File: config.mk
export PLATFORM = sky130hd
export DESIGN_NAME = hyperbus_arbiter
export DESIGN_NICKNAME = d
export VERILOG_FILES = /design/src/rtl/hyperbus_pkg.sv /design/src/rtl/hyperbus_rr_pick.sv /design/src/rtl/hyperbus_arbiter.sv
export SDC_FILE = /design/constraint.sdc
export NUM_CORES = 1
export LEC_CHECK = 0
export ABC_AREA = 1
export BUFFER_PORTS_ARGS = -buffer_cell sky130_fd_sc_hd__buf_2
export CAP_MARGIN = 25
export CELL_PAD_IN_SITES_DETAIL_PLACEMENT = 1
export CELL_PAD_IN_SITES_GLOBAL_PLACEMENT = 1
export CORE_MARGIN = 1
export CORE_UTILIZATION = 31
export CTS_BUF_LIST = sky130_fd_sc_hd__clkbuf_4 sky130_fd_sc_hd__clkbuf_8
export DETAILED_ROUTE_END_ITERATION = 7
export GPL_TIMING_DRIVEN = 0
export PLACE_DENSITY = 0.81
export SLEW_MARGIN = 15
export SYNTH_ARGS = -nofsm -noshare
export SYNTH_HDL_FRONTEND = slang
export SYNTH_SLANG_ARGS = --single-unit
File: constraint.sdc
create_clock -name hbus_clk -period 1.45 [get_ports hbus_clk]
set_input_delay 0.145 -clock hbus_clk [delete_from_list [all_inputs] [get_ports hbus_clk]]
set_output_delay 0.145 -clock hbus_clk [all_outputs]
set_load 0.005 [all_outputs]
File: src/rtl/hyperbus_pkg.sv
// Shared types and defaults for the HyperBus requester arbiter.
package hyperbus_pkg;

    localparam int HBUS_ADDR_W_DEF    = 32;
    localparam int HBUS_DATA_W_DEF    = 16;
    localparam int TIMEOUT_CYCLES_DEF = 1024;

    typedef enum logic [3:0] {
        ST_IDLE  = 4'b0001,
        ST_ISSUE = 4'b0010,
        ST_WAIT  = 4'b0100,
        ST_DONE  = 4'b1000
    } state_e;

endpackage

File: src/rtl/hyperbus_rr_pick.sv
// Combinational round-robin picker: first set request after rr_ptr_i, wrapping.
module hyperbus_rr_pick #(
    parameter int NUM_REQ = 2,
    parameter int PTR_W   = $clog2(NUM_REQ)
) (
    input  logic [NUM_REQ-1:0] req_i,
    input  logic [PTR_W-1:0]   rr_ptr_i,
    output logic [NUM_REQ-1:0] gnt_o,
    output logic [PTR_W-1:0]   idx_o
);

    logic found;

    // Two passes: ports above the pointer first, then the wrapped-around ones.
    always_comb begin
        found = 1'b0;
        gnt_o = '0;
        idx_o = '0;
        for (int i = 0; i < NUM_REQ; i++) begin
            if (!found && req_i[i] && (PTR_W'(i) > rr_ptr_i)) begin
                found    = 1'b1;
                gnt_o[i] = 1'b1;
                idx_o    = PTR_W'(i);
            end
        end
        for (int i = 0; i < NUM_REQ; i++) begin
            if (!found && req_i[i] && (PTR_W'(i) <= rr_ptr_i)) begin
                found    = 1'b1;
                gnt_o[i] = 1'b1;
                idx_o    = PTR_W'(i);
            end
        end
    end

endmodule

File: src/rtl/hyperbus_arbiter.sv
// Round-robin arbiter sharing one HyperBus core port between NUM_REQ requesters.
// Optional WAIT watchdog enabled by defining HYPERBUS_ARB_TIMEOUT_EN.
module hyperbus_arbiter
    import hyperbus_pkg::*;
#(
    parameter int NUM_REQ         = 2,
    parameter int HBUS_ADDR_WIDTH = HBUS_ADDR_W_DEF,
    parameter int HBUS_DATA_WIDTH = HBUS_DATA_W_DEF,
    parameter int TIMEOUT_CYCLES  = TIMEOUT_CYCLES_DEF
) (
    input  logic                                   hbus_clk,
    input  logic                                   hbus_rst_n,
    input  logic [NUM_REQ-1:0]                     req_i,
    input  logic [NUM_REQ-1:0]                     req_we_i,
    input  logic [NUM_REQ*HBUS_ADDR_WIDTH-1:0]     req_adr_i,
    input  logic [NUM_REQ*HBUS_DATA_WIDTH-1:0]     req_dat_i,
    input  logic [NUM_REQ*(HBUS_DATA_WIDTH/8)-1:0] req_mask_i,
    output logic [NUM_REQ-1:0]                     gnt_o,
    output logic [NUM_REQ-1:0]                     req_ack_o,
    output logic [NUM_REQ-1:0]                     req_err_o,
    output logic [HBUS_DATA_WIDTH-1:0]             req_dat_o,
    output logic [HBUS_ADDR_WIDTH-1:0]             hbus_adr_o,
    output logic [HBUS_DATA_WIDTH-1:0]             hbus_dat_o,
    output logic [HBUS_DATA_WIDTH/8-1:0]           hbus_mask_o,
    output logic                                   hbus_rrq,
    output logic                                   hbus_wrq,
    input  logic [HBUS_DATA_WIDTH-1:0]             hbus_dat_i,
    input  logic                                   hbus_ready,
    input  logic                                   hbus_valid,
    input  logic                                   hbus_busy
);

    localparam int MASK_W = HBUS_DATA_WIDTH / 8;
    localparam int PTR_W  = $clog2(NUM_REQ);

    if (NUM_REQ < 2 || NUM_REQ > 8 || TIMEOUT_CYCLES < 2 || (HBUS_DATA_WIDTH % 8) != 0) begin : g_cfg_err
        $error("hyperbus_arbiter: unsupported parameter set");
    end

    state_e                 state_q, state_d;
    logic [PTR_W-1:0]       rr_ptr_q, rr_ptr_d;
    logic [NUM_REQ-1:0]     gnt_q, gnt_d;
    logic [NUM_REQ-1:0]     ack_q, ack_d;
    logic                   we_q, we_d;
    logic [HBUS_ADDR_WIDTH-1:0] adr_q, adr_d;
    logic [HBUS_DATA_WIDTH-1:0] dat_q, dat_d;
    logic [MASK_W-1:0]      mask_q, mask_d;
    logic [HBUS_DATA_WIDTH-1:0] rdat_q, rdat_d;

    logic [NUM_REQ-1:0]     pick_gnt;
    logic [PTR_W-1:0]       pick_idx;
    logic [HBUS_ADDR_WIDTH-1:0] sel_adr;
    logic [HBUS_DATA_WIDTH-1:0] sel_dat;
    logic [MASK_W-1:0]      sel_mask;
    logic                   strobe_hit;

`ifdef HYPERBUS_ARB_TIMEOUT_EN
    localparam int CNT_W = $clog2(TIMEOUT_CYCLES);
    logic [CNT_W-1:0]       cnt_q, cnt_d;
    logic [NUM_REQ-1:0]     err_q, err_d;
`endif

    hyperbus_rr_pick #(
        .NUM_REQ (NUM_REQ),
        .PTR_W   (PTR_W)
    ) u_pick (
        .req_i    (req_i),
        .rr_ptr_i (rr_ptr_q),
        .gnt_o    (pick_gnt),
        .idx_o    (pick_idx)
    );

    always_comb begin
        sel_adr  = '0;
        sel_dat  = '0;
        sel_mask = '0;
        for (int i = 0; i < NUM_REQ; i++) begin
            if (pick_gnt[i]) begin
                sel_adr  = req_adr_i[i*HBUS_ADDR_WIDTH +: HBUS_ADDR_WIDTH];
                sel_dat  = req_dat_i[i*HBUS_DATA_WIDTH +: HBUS_DATA_WIDTH];
                sel_mask = req_mask_i[i*MASK_W +: MASK_W];
            end
        end
    end

    // Only the strobe matching the latched op can complete it.
    assign strobe_hit = we_q ? hbus_ready : hbus_valid;

    always_comb begin
        state_d  = state_q;
        rr_ptr_d = rr_ptr_q;
        gnt_d    = gnt_q;
        ack_d    = '0;
        we_d     = we_q;
        adr_d    = adr_q;
        dat_d    = dat_q;
        mask_d   = mask_q;
        rdat_d   = rdat_q;
`ifdef HYPERBUS_ARB_TIMEOUT_EN
        cnt_d    = cnt_q;
        err_d    = '0;
`endif
        case (state_q)
            ST_IDLE: begin
                if (|req_i && !hbus_busy) begin
                    state_d  = ST_ISSUE;
                    gnt_d    = pick_gnt;
                    rr_ptr_d = pick_idx;
                    we_d     = |(req_we_i & pick_gnt);
                    adr_d    = sel_adr;
                    dat_d    = sel_dat;
                    mask_d   = sel_mask;
                end
            end
            ST_ISSUE: begin
                state_d = ST_WAIT;
`ifdef HYPERBUS_ARB_TIMEOUT_EN
                cnt_d   = '0;
`endif
            end
            ST_WAIT: begin
                if (strobe_hit) begin
                    state_d = ST_DONE;
                    ack_d   = gnt_q;
                    if (!we_q) begin
                        rdat_d = hbus_dat_i;
                    end
                end
`ifdef HYPERBUS_ARB_TIMEOUT_EN
                else if (cnt_q == CNT_W'(TIMEOUT_CYCLES - 1)) begin
                    state_d = ST_DONE;
                    err_d   = gnt_q;
                end else begin
                    cnt_d = cnt_q + 1'b1;
                end
`endif
            end
            ST_DONE: begin
                state_d = ST_IDLE;
                gnt_d   = '0;
            end
            default: begin
                state_d = ST_IDLE;
                gnt_d   = '0;
            end
        endcase
    end

    always_ff @(posedge hbus_clk or negedge hbus_rst_n) begin
        if (!hbus_rst_n) begin
            state_q  <= ST_IDLE;
            rr_ptr_q <= PTR_W'(NUM_REQ - 1);
            gnt_q    <= '0;
            ack_q    <= '0;
            we_q     <= 1'b0;
            adr_q    <= '0;
            dat_q    <= '0;
            mask_q   <= '0;
            rdat_q   <= '0;
        end else begin
            state_q  <= state_d;
            rr_ptr_q <= rr_ptr_d;
            gnt_q    <= gnt_d;
            ack_q    <= ack_d;
            we_q     <= we_d;
            adr_q    <= adr_d;
            dat_q    <= dat_d;
            mask_q   <= mask_d;
            rdat_q   <= rdat_d;
        end
    end

`ifdef HYPERBUS_ARB_TIMEOUT_EN
    always_ff @(posedge hbus_clk or negedge hbus_rst_n) begin
        if (!hbus_rst_n) begin
            cnt_q <= '0;
            err_q <= '0;
        end else begin
            cnt_q <= cnt_d;
            err_q <= err_d;
        end
    end
    assign req_err_o = err_q;
`else
    assign req_err_o = '0;
`endif

    assign gnt_o       = gnt_q;
    assign req_ack_o   = ack_q;
    assign req_dat_o   = rdat_q;
    assign hbus_adr_o  = adr_q;
    assign hbus_dat_o  = dat_q;
    assign hbus_mask_o = mask_q;
    assign hbus_rrq    = (state_q == ST_ISSUE) && !we_q;
    assign hbus_wrq    = (state_q == ST_ISSUE) && we_q;

endmodule
==> results.ini, run 1 <==
[outcome]
outcome=completed

[critical_path]
end_kind=output port
cp_slowest_cell=dfrtp_1
worst_path_most_repeated_cell=inv_2
crit_family=flip-flops
worstPathRequired_ns=1.31
cp_slowest_stage_delay_ns=0.41
path_cells=inv_2, nand2_2, nor2_4, inv_2, nor2_1, buf_2
arrival_ns=1.28
start_kind=flip-flop
path_class=flip-flop to output port
path_buf_inv=3
worst-path-max-fanout=3

[clocking]
clk_pin_slew_ns=0.09
clock_path_buffers=2
htree_num_levels=3
cts_buffers=9
cts_root_buffer=clkbuf_8
clk_latency_ns=0.34
cts_tree=yes
cts_sinks=76

[global_routing]
grt_pass1_vias=4009
antenna_found_initial=0
grt_max_degree=41
grt_pass1_wl_um=19400
grt.overflow.total=0
grt_usage=0.195

[yosys]
synth_seq_cells=76
seq_area_frac_synth=0.519
synth_area_per_cell_um2=7.24
synth.distinct_cells=17
synth_top_family_by_area=simple AND/OR/NAND/NOR gates
synth_top_area_cell=dfrtp_1
yosys_warnings=0
synth_compound_area_frac=0.0129
synthMuxAreaShare=0
postSynthCellCount=507
synth.area.top_cells=dfrtp_1 50%, nand2_1 36%, nand3_1 2.3%
synthXorXnorAreaFrac=0
synthSimpleGateAreaFrac=0.404
synth_top_cell_area_share=0.504
post_synth_instance_area_um2=3670
synthAdderAreaFrac=0

[placed_design]
dp_slack_ns=-0.00903
dp_hpwl_um=9000
port_buffers=196
gp_congestion=0.772

[final_layout]
final_cell_mix=355 x nand2_1, 202 x buf_2, 74 x dfrtp_1
finalNetCount=846
syn_to_final_growth_pct=41.6
final_common_cell=nand2_1
final_util=0.453
num_antenna_cells=0
fill_cells=1532
drive_above_1_share=0.362

[routing]
highest_layer=met4
wl_um=11500
wl_per_cell_um=13.3
drtAntennaViolNets=0
wl_met3_um=508
dr_wl_met2_um=5860
wl_met1_um=5010
drc_errors=0
num_vias=3849
viasPerCell=4.43
firstDrtPassIters=4
drtIter0Drc=173

[job]
cap_violations=0

[floorplanning]
die_height_um=111
die_area_um2=12300
start_util=0.320
ios=199
rows=39
die_w_um=111
core_um2=11500

[sta]
worst_pin_slew_ns=0.536
fmax_ghz=0.704
min_period_over_period=0.980
final-setup-viol-count=0
rsz0062_at_grt=true
skew_ns=0.0164
maxSlewHeadroom=0.642
tns_ns=0
drv_slew=0
hold_viol_final=0
post-route-min-period_ns=1.42
fin_ws_ns=0.0294

[pwr]
leakage_nw=3.25
power_density_nw_per_um2=1620
p_total_mw=8.43
ir_worst_vdd_uv=585

[min_path]
min_path_type=input pin to flip-flop

repair_timing:
action                                  4_1_cts  5_1_grt
pin swaps                                     0        6
buffers inserted                              1        3
gates resized for setup                       3       25
cloned                                        0        1
hold buffers                                  1        0
endpoints found under the hold margin        39        0
endpoints found under the setup margin       51       63
where the power goes:
group          internal, mW  switching, mW
Sequential             2.92          0.445
Combinational          1.42           1.85
Clock                 0.982          0.820
stage by stage:
step | instance area (um2) | hold slack, ns | instances
after floorplan | 3680 | -0.151 | 508
final | 5200 | 0.0297 | 869
after global placement | 4840 | 0.376 | 847
after detailed placement | 4860 | 0.160 | 848
after global routing | 5200 | 0.0147 | 869
after CTS | 5110 | 0.0137 | 866
registers in the layout, indices dropped and copies added (netlist names):
register     cells
hbus_adr_o      32
hbus_dat_o      16
req_dat_o       16
state_q          4
gnt_o            2
hbus_mask_o      2
req_ack_o        2
rr_ptr_q         1
we_q             1
worst paths after layout:
check	slack, ns	startpoint	endpoint	cells past startpoint
max	0.03	state_q[2]	hbus_rrq	6
min	0.03	hbus_dat_i[13]	req_dat_o[13]	3
max reg2reg	0.03	state_q[0]	hbus_adr_o[1]	7
min reg2reg	0.47	hbus_adr_o[26]	hbus_adr_o[26]	2
max in group asynchronous	0.46	hbus_rst_n	rr_ptr_q	3
min in group asynchronous	0.34	hbus_rst_n	hbus_adr_o[14]	2
routing by layer:
| layer | global-route usage | vias up |
|---|---|---|
| li1 | - | 1946 |
| met1 | 0.241 | 1777 |
| met2 | 0.349 | 116 |
| met3 | 0.0323 | 10 |
| met4 | 0.0569 | 0 |
| met5 | 0 | - |
Yosys cell counts:
| master | instances |
|---|---|
| inv_4 | 1 |
| nor2_1 | 6 |
| dfstp_2 | 2 |
| o21bai_2 | 1 |
| o21ai_0 | 4 |
| nand2_2 | 3 |
| nor2_2 | 3 |
| inv_1 | 9 |
| inv_2 | 2 |
| nand2_1 | 357 |
| conb_1 | 1 |
| nand3_1 | 17 |
| buf_6 | 5 |
| buf_4 | 9 |
| a21oi_4 | 1 |
| dfrtp_1 | 74 |
| buf_2 | 12 |
tightest hold or removal path: stages:
cell	delay (ns)
buf_2	0.07
nand3_1	0.06
nand2_1	0.06
cell type report:
type	instances	area, um2	share of cell area
sequential	76	1900	0.366
multi-input combinational	394	1580	0.305
timing repair buffer	202	1040	0.201
buffer	25	208	0.0399
tap	143	179	0.0344
clock buffer	9	124	0.0238
clock inverter	7	98.8	0.0190
inverter	12	52.6	0.0101
timing repair inverter	1	6.26	0.00120
cells by family (layout without fill, tap and decap cells):
group           Yosys count  count (layout)
compound gates            6               6
buf+inv                  38             256
flops                    76              76
other cells               1               2
simple gates            386             386
Note: power is estimated with default switching activity, not from simulation.
==> run 2, diff against run 1 <==
SETUP_SLACK_MARGIN = 0.4   (was default)
==> run 2 against run 1 <==
The flow now finishes with violations (setup timing). First-iteration DRC count down 21%. Design area up 25%. Largest cell class is now multi-input combinational cells. Sequential cell count unchanged. Critical path type is now flip-flop to flip-flop. Register-to-register slack worse by 0.03 ns. Worst setup slack worse by 0.032 ns. Critical path depth up 1. Cell count up 5.9%. Combinational power up 67%. Total power up 26%. Fmax down 2.2%.
==> results.ini, run 2 (same netlist as run 1, synthesis figures left out) <==
[outcome]
outcome=finished with violations
violations=setup timing

[placed_design]
port_buffers=196
dp_hpwl_um=8970
dp_slack_ns=0.0550
gp_congestion=0.763
placed_cell_area_um2=4910
dp_cells=848

[sta]
skew_ns=0.00920
maxSlewHeadroom=0.600
post-route-min-period_ns=1.45
worst_pin_slew_ns=0.593
rsz0062_at_grt=true
fmax_ghz=0.688
drv_slew=0
tns_ns=-0.00300
fin_ws_ns=-0.00300
hold_viol_final=0
min_period_over_period=1.00
final-setup-viol-count=1

[critical_path]
worst-path-max-fanout=8
path_class=flip-flop to flip-flop
worstPathRequired_ns=1.69
arrival_ns=1.69
start_kind=flip-flop
reg2reg_depth=7
end_kind=flip-flop

[floorplanning]
start_util=0.320
die_height_um=111
ios=199
die_area_um2=12300
rows=39
core_um2=11500
die_w_um=111

[global_routing]
grt_pass1_wl_um=21600
grt.overflow.total=0
grt_pass1_vias=4474
antenna_found_initial=0
grt_max_degree=42
grt_usage=0.221

[routing]
drtIter0Drc=137
wl_um=14200
drtAntennaViolNets=0
wl_met1_um=5760
firstDrtPassIters=4
viasPerCell=4.61
dr_wl_met2_um=7540
wl_per_cell_um=15.5
num_vias=4241
drc_errors=0
highest_layer=met4
wl_met3_um=612

[clocking]
cts_root_buffer=clkbuf_8
cts_sinks=76
htree_num_levels=3
clk_pin_slew_ns=0.08
clk_latency_ns=0.35
clock_path_buffers=2
cts_buffers=9
cts_tree=yes

[job]
cap_violations=0

[final_layout]
fin_area_um2=6490
num_antenna_cells=0
final_cell_mix=252 x nand2_1, 197 x buf_2, 75 x nand2_2
largest_reg_flops=32
syn_to_final_growth_pct=76.8
final_common_cell=nand2_1
finalNetCount=897
drive_above_1_share=0.557
stdcell_count=920

[min_path]
min_path_type=input pin to flip-flop
holdPathStages=3

[pwr]
p_total_mw=10.6
ir_worst_vdd_uv=674
power_density_nw_per_um2=1630
leakage_nw=3.87

-- run 2: area by class of cell --
cell class              count  area (um2)
flip-flops and latches     76        1900
multi-input cells         394        2090
clock inverters             2        35.0
repair buffers            251        1740
plain buffers              26         302
repair inverters            2        20.0
well taps                 143         179
inverters                  12        60.1
clock buffers              14         168
fillers                  1433        4970
-- run 2: where the power goes --
group | total, mW | switching (mW) | internal (mW)
Clock | 1.69 | 0.767 | 0.919
Sequential | 3.45 | 0.533 | 2.92
Combinational | 5.46 | 2.71 | 2.75
Total | 10.6 | 4.01 | 6.59
-- run 2: worst paths after layout --
| kind | startpoint | to | slack (ns) |
|---|---|---|---|
| max | state_q[0] | hbus_dat_o[14] | -0.003 |
| min reg2reg | req_dat_o[9] | req_dat_o[9] | 0.47 |
| min | hbus_dat_i[11] | req_dat_o[11] | 0.02 |
| min in group asynchronous | hbus_rst_n | hbus_dat_o[2] | 0.25 |
| max in group asynchronous | hbus_rst_n | state_q[0] | 0.59 |
| max reg2reg | state_q[0] | hbus_dat_o[14] | -0.003 |
-- run 2: worst max-delay path: stages (launching register included) --
cell and delay (ns):
dfstp_2 0.57, nand2_4 0.06, nor2_4 0.16, nand2_8 0.11
buf_6 0.16, buf_8 0.13, nand2_1 0.08, nand2_2 0.06
-- run 2: per-layer routing --
layer	vias up	track usage
li1	2059	-
met1	2031	0.265
met2	126	0.395
met3	25	0.0323
met4	0	0.0933
met5	-	0
-- run 2: what timing repair did --
item / in CTS / in global routing
buffers inserted: 21 / 21
setup endpoints to repair: 79 / 107
gates resized for setup: 109 / 105
hold buffers: 1 / 0
hold endpoints to repair: 34 / 0
pin swaps: 20 / 35
gates cloned: 12 / 1
-- run 2: per-stage QoR --
stage | utilization | hold slack, ns
global route | 0.566 | 0.0127
finish | 0.566 | 0.0181
CTS | 0.517 | 0.0129
detailed placement | 0.428 | 0.137
global placement | 0.426 | 0.377
floorplan | - | -0.151
